File: config.mk
export PLATFORM = sky130hd
export DESIGN_NAME = filter_row_buffer
export DESIGN_NICKNAME = d
export VERILOG_FILES = /design/src/rtl/filter_pkg.sv /design/src/rtl/filter_row_pack.sv /design/src/rtl/filter_row_buffer.sv
export SDC_FILE = /design/constraint.sdc
export NUM_CORES = 1
export LEC_CHECK = 0
export ABC_AREA = 1
export ABC_CLOCK_PERIOD_IN_PS = 8200
export BUFFER_PORTS_ARGS = -buffer_cell sky130_fd_sc_hd__buf_2
export CAP_MARGIN = 20
export CORE_MARGIN = 3
export CORE_UTILIZATION = 55
export DETAILED_ROUTE_END_ITERATION = 6
export GPL_TIMING_DRIVEN = 0
export PLACE_DENSITY = 0.74
export SETUP_SLACK_MARGIN = 0.2
export SYNTH_ARGS = -nofsm -noshare
export SYNTH_HDL_FRONTEND = slang
export SYNTH_SLANG_ARGS = --single-unit
File: constraint.sdc
create_clock -name clk -period 8.2 [get_ports clk]
set_clock_uncertainty 0.15 [all_clocks]
set_input_delay 1.23 -clock clk [delete_from_list [all_inputs] [get_ports clk]]
set_output_delay 1.23 -clock clk [all_outputs]
set_load 0.03 [all_outputs]
File: src/rtl/filter_pkg.sv
// filter_pkg: shared state encoding, default geometry and data typedefs for the filter row buffer.
package filter_pkg;
    localparam int ADDR_WIDTH_DEF = 5;
    localparam int DEPTH_F_DEF    = 5;
    localparam int WIDTH_DEF      = 8;
    localparam int PACK_WIDTH_DEF = 64;
    typedef enum logic [1:0] {IDLE, LOAD, SEND} state_t;
    typedef logic [WIDTH_DEF-1:0]      weight_t;
    typedef logic [PACK_WIDTH_DEF-1:0] row_t;
endpackage

File: src/rtl/filter_row_pack.sv
// filter_row_pack: packs one row of DEPTH_F weights into a zero-padded PACK_WIDTH bus (weight 0 in the low bits).
module filter_row_pack import filter_pkg::*; #(
    parameter int DEPTH_F    = DEPTH_F_DEF,
    parameter int WIDTH      = WIDTH_DEF,
    parameter int PACK_WIDTH = PACK_WIDTH_DEF
) (
    input  logic [DEPTH_F*WIDTH-1:0] slice,
    output logic [PACK_WIDTH-1:0]    row
);
    assign row = PACK_WIDTH'(slice);
endmodule

File: src/rtl/filter_row_buffer.sv
// filter_row_buffer: loads DEPTH_F*DEPTH_F addressed weights, then streams them out as DEPTH_F packed rows.
// Optional FILTER_REPLAY_EN adds a replay input that re-streams the last completed load from IDLE.
module filter_row_buffer import filter_pkg::*; #(
    parameter int ADDR_WIDTH = ADDR_WIDTH_DEF,
    parameter int DEPTH_F    = DEPTH_F_DEF,
    parameter int WIDTH      = WIDTH_DEF,
    parameter int PACK_WIDTH = PACK_WIDTH_DEF
) (
    input  logic                       clk,
    input  logic                       rst,
    input  logic                       load_start,
    input  logic                       load_done,
    input  logic                       wr_valid,
    output logic                       wr_ready,
    input  logic [ADDR_WIDTH-1:0]      wr_addr,
    input  logic [WIDTH-1:0]           wr_data,
    output logic                       out_valid,
    input  logic                       out_ready,
    output logic [PACK_WIDTH-1:0]      out_data,
    output logic [$clog2(DEPTH_F)-1:0] out_row,
    output logic [ADDR_WIDTH:0]        wr_count,
    output logic                       addr_err,
    output logic                       busy
`ifdef FILTER_REPLAY_EN
    ,
    input  logic                       replay
`endif
);
    localparam int RW = $clog2(DEPTH_F);
    localparam int NW = DEPTH_F * DEPTH_F;
    localparam int RB = DEPTH_F * WIDTH;
    localparam logic [RW-1:0]       LAST_ROW = RW'(DEPTH_F - 1);
    localparam logic [ADDR_WIDTH:0] NW_L     = (ADDR_WIDTH + 1)'(NW);

    state_t state, state_nx;
    logic [NW*WIDTH-1:0] wbits;
    logic [PACK_WIDTH-1:0] packed_row;
    logic do_replay, clear, addr_ok;

`ifdef FILTER_REPLAY_EN
    logic loaded;
    always_ff @(posedge clk or posedge rst)
        if (rst) loaded <= 1'b0;
        else if (state == LOAD && load_done && !load_start) loaded <= 1'b1;
    assign do_replay = replay && loaded;
`else
    assign do_replay = 1'b0;
`endif

    assign clear     = load_start && state != SEND;
    assign addr_ok   = {1'b0, wr_addr} < NW_L;
    assign wr_ready  = state == LOAD;
    assign out_valid = state == SEND;
    assign busy      = state != IDLE;

    always_comb begin
        state_nx = (state == IDLE) ? (load_start ? LOAD : do_replay ? SEND : IDLE)
                 : (state == LOAD) ? ((load_done && !load_start) ? SEND : LOAD)
                 : (out_ready && out_row == LAST_ROW) ? IDLE : SEND;
    end

    always_ff @(posedge clk or posedge rst)
        if (rst) state <= IDLE;
        else     state <= state_nx;

    // A restart in LOAD wins over a same-cycle write, which is discarded.
    always_ff @(posedge clk or posedge rst) begin
        if (rst) begin
            wbits    <= '0;
            wr_count <= '0;
            addr_err <= 1'b0;
            out_row  <= '0;
        end else begin
            if (clear) begin
                wbits    <= '0;
                wr_count <= '0;
                addr_err <= 1'b0;
            end else if (state == LOAD && wr_valid) begin
                if (addr_ok) begin
                    wbits[wr_addr*WIDTH +: WIDTH] <= wr_data;
                    wr_count <= (wr_count == '1) ? wr_count : wr_count + 1'b1;
                end else begin
                    addr_err <= 1'b1;
                end
            end
            if (state == SEND && out_ready)
                out_row <= (out_row == LAST_ROW) ? '0 : out_row + 1'b1;
        end
    end

    filter_row_pack #(.DEPTH_F(DEPTH_F), .WIDTH(WIDTH), .PACK_WIDTH(PACK_WIDTH)) u_pack (
        .slice(wbits[out_row*RB +: RB]),
        .row  (packed_row)
    );

    assign out_data = out_valid ? packed_row : '0;
endmodule

==> qor.yml <==
via_per_inst: 6.33
netlist_top_cells_count: "nand2_1 (274), nand3_1 (260), dfrtp_1 (212), o21ai_0 (208), nor2_1 (144)"
cts_sinks: 212
power_leakage_nw: 6.72
status: "completed"
dp.final_hpwl_um: 38000
clk_latency_ns: 0.53
h-tree-depth: 1
crit_chain: "clkinv_1 -> clkbuf_1 -> clkbuf_1 -> nor2_1 -> o21ai_0 -> o21ai_0 -> inv_1 -> buf_2"
gr-total-overflow: 0
cts_made_buffers: 24
cts_setup_buffers: 0
crit_arrival_ns: 3.69
grt_use_total_pct: 41.2
hold_buffers: 0
grt_pass1_vias: 11600
placedCellCount: 1977
clockBufferDepth: 3
cpPeakStageDelay_ns: 0.78
drt_iter0_markers: 1666
clockRootBuffer: "clkbuf_16"
place_congestion: 1.13
portBuffers: 70
dieArea_sq_um: 23500
synthCells: 1608
critPathLaunchType: "flop"
setup_violations: 0
post-route-drc-count: 0
start_util_pct: 56.3
setup_tns_ns: 0
areaGrowthSynthToFinish_pct: 13.5
wl_per_cell_um: 24.5
tightest_slew_ns: 0.983
critPathBufInv: 5
ys.flop_type: "dfrtp_1"
ir_drop_mv: 0.235
synth_top_area_share_pct: 44.5
drive_gt1_share_pct: 12.1
grt_max_degree: 132
endpoint_kind: "primary output"
yosysTopAreaCell: "dfrtp_1"
critPathSlowestCell: "o21ai_0"
max_freq_mhz: 197
report.final.slew_viol_count: 0
synth_edf_count: 0
crit_family: "buffers and inverters"
core_region_area_sq_um: 21200
nets: 1752
slew_headroom_pct: 33.8
rsz0062_at_grt: "false"
worstPathMaxFanout: 10
post_cts_resize_count: 0
rrSetupSlack_ns: 5.19
synthArstFlopShare_pct: 100
syn_area_sq_um: 11900
synth.avg_cell_area_sq_um: 7.41
num-fill-cells: 1970
crit_required_ns: 6.82
wirelength_um: 49500
die_height_um: 153
ys_seq_area_share_pct: 44.5
yosysUniqueCellTypes: 39
critPathKind: "flop to primary output"
hold_class: "flop to flop"
ys_ff_latch: 212
ios: 96
grt_antenna_before_repair: 3
setup_ws_ns: 3.13
dr.pass1.iters: 6
place_ws_ns: 2.89
powerDensity_nw_per_um2: 320
fin_crit_ns: 5.07
cts_tree: "built"
final_util_pct: 63.9
dr_total_vias: 12800
synth.area.top_cells: "dfrtp_1 (45%), nand3_1 (11%), o21ai_0 (8.7%)"
post-synth-top-count-cell: "nand2_1"
maxCapViolations: 0
fp.dieW_um: 153
min_period_over_period_pct: 61.8
grt_pass1_wl_um: 72900
hold_violations: 0
clkTransAtPathRegs_ns: 0.06
yosysWarnings: 0
ant_nets: 0
fin_cells: 2020
rows: 53
path summary, 6_finish.rpt:
path                                 start  cells past startpoint           end
worst max-delay path            out_row[0]                      8  out_data[20]
worst min-delay path             wbits[41]                      2     wbits[41]
worst max register to register    state[0]                      8    wbits[101]
worst min register to register   wbits[41]                      2     wbits[41]
max in group asynchronous              rst                      3    wbits[121]
min in group asynchronous              rst                      2    out_row[1]
flip-flops by register name (all words and copies together), names as in the netlist:
register  flops
state         2
wr_count      6
out_row       3
wbits       200
addr_err      1
cells in the final DEF (no fill, tap or decap), drive strengths merged, types with 5 or more instances in the layout:
master,count
nand3,265
dfrtp,212
ha,5
o21ai,229
nor4,11
nand2,284
nor2,162
a21oi,60
nand4,30
conb,24
o2111ai,12
clkinv,9
nor3,39
inv,126
buf,134
o22ai,33
clkbuf,97
logic make-up (layout without fill, tap and decap cells):
| logic type | Yosys count | after routing | synth area share [%] |
|---|---|---|---|
| other | 1 | 26 | 0.0315 |
| buffers and inverters | 256 | 368 | 9.27 |
| flip-flops | 212 | 212 | 44.5 |
| XOR/XNOR | 1 | 1 | 0.0735 |
| adder cells (fa/ha/maj) | 5 | 5 | 0.525 |
| AO/OA/AOI/OAI | 337 | 337 | 15.1 |
| AND/OR/NAND/NOR | 796 | 796 | 30.5 |
power by group:
part / total, W / internal (W) / switching [W]
Clock: 0.00110 / 0.000650 / 0.000447
Sequential: 0.00114 / 0.00109 / 0.0000441
Combinational: 0.00209 / 0.000458 / 0.00163
final cells by class:
cell class,instances,area (sq um),share of cell area (%)
clock inverter,9,95.1,0.703
antenna,2,5.00,0.0370
tap,275,344,2.54
timing repair buffer,71,378,2.79
clock buffer,32,692,5.12
inverter,128,488,3.61
buffer,128,624,4.62
sequential,212,5310,39.2
multi-input combinational,1163,5590,41.3
worst min-delay path, cell delays in order (launching register included):
cell and delay (ns):
dfrtp_1 0.34, nand2_1 0.05, nand2_1 0.05
metal layers:
metal	global-route usage [%]	vias to the layer above	routed length, um
li1	-	5660	-
met1	58.1	6085	19500
met2	61.9	876	21200
met3	9.71	159	6260
met4	16.1	2	2590
met5	0	-	13
metrics by stage:
| stage | instance area, sq um | total power [W] | hold slack (ns) |
|---|---|---|---|
| after global placement | 12700 | 0.00314 | 0.301 |
| after global routing | 13500 | 0.00448 | 0.347 |
| after floorplan | 12000 | 0.00242 | 0.287 |
| after detailed placement | 12700 | 0.00315 | 0.303 |
| final | 13500 | 0.00432 | 0.321 |
| after CTS | 13500 | 0.00424 | 0.319 |
No activity file was read; power rests on OpenSTA's default activity.
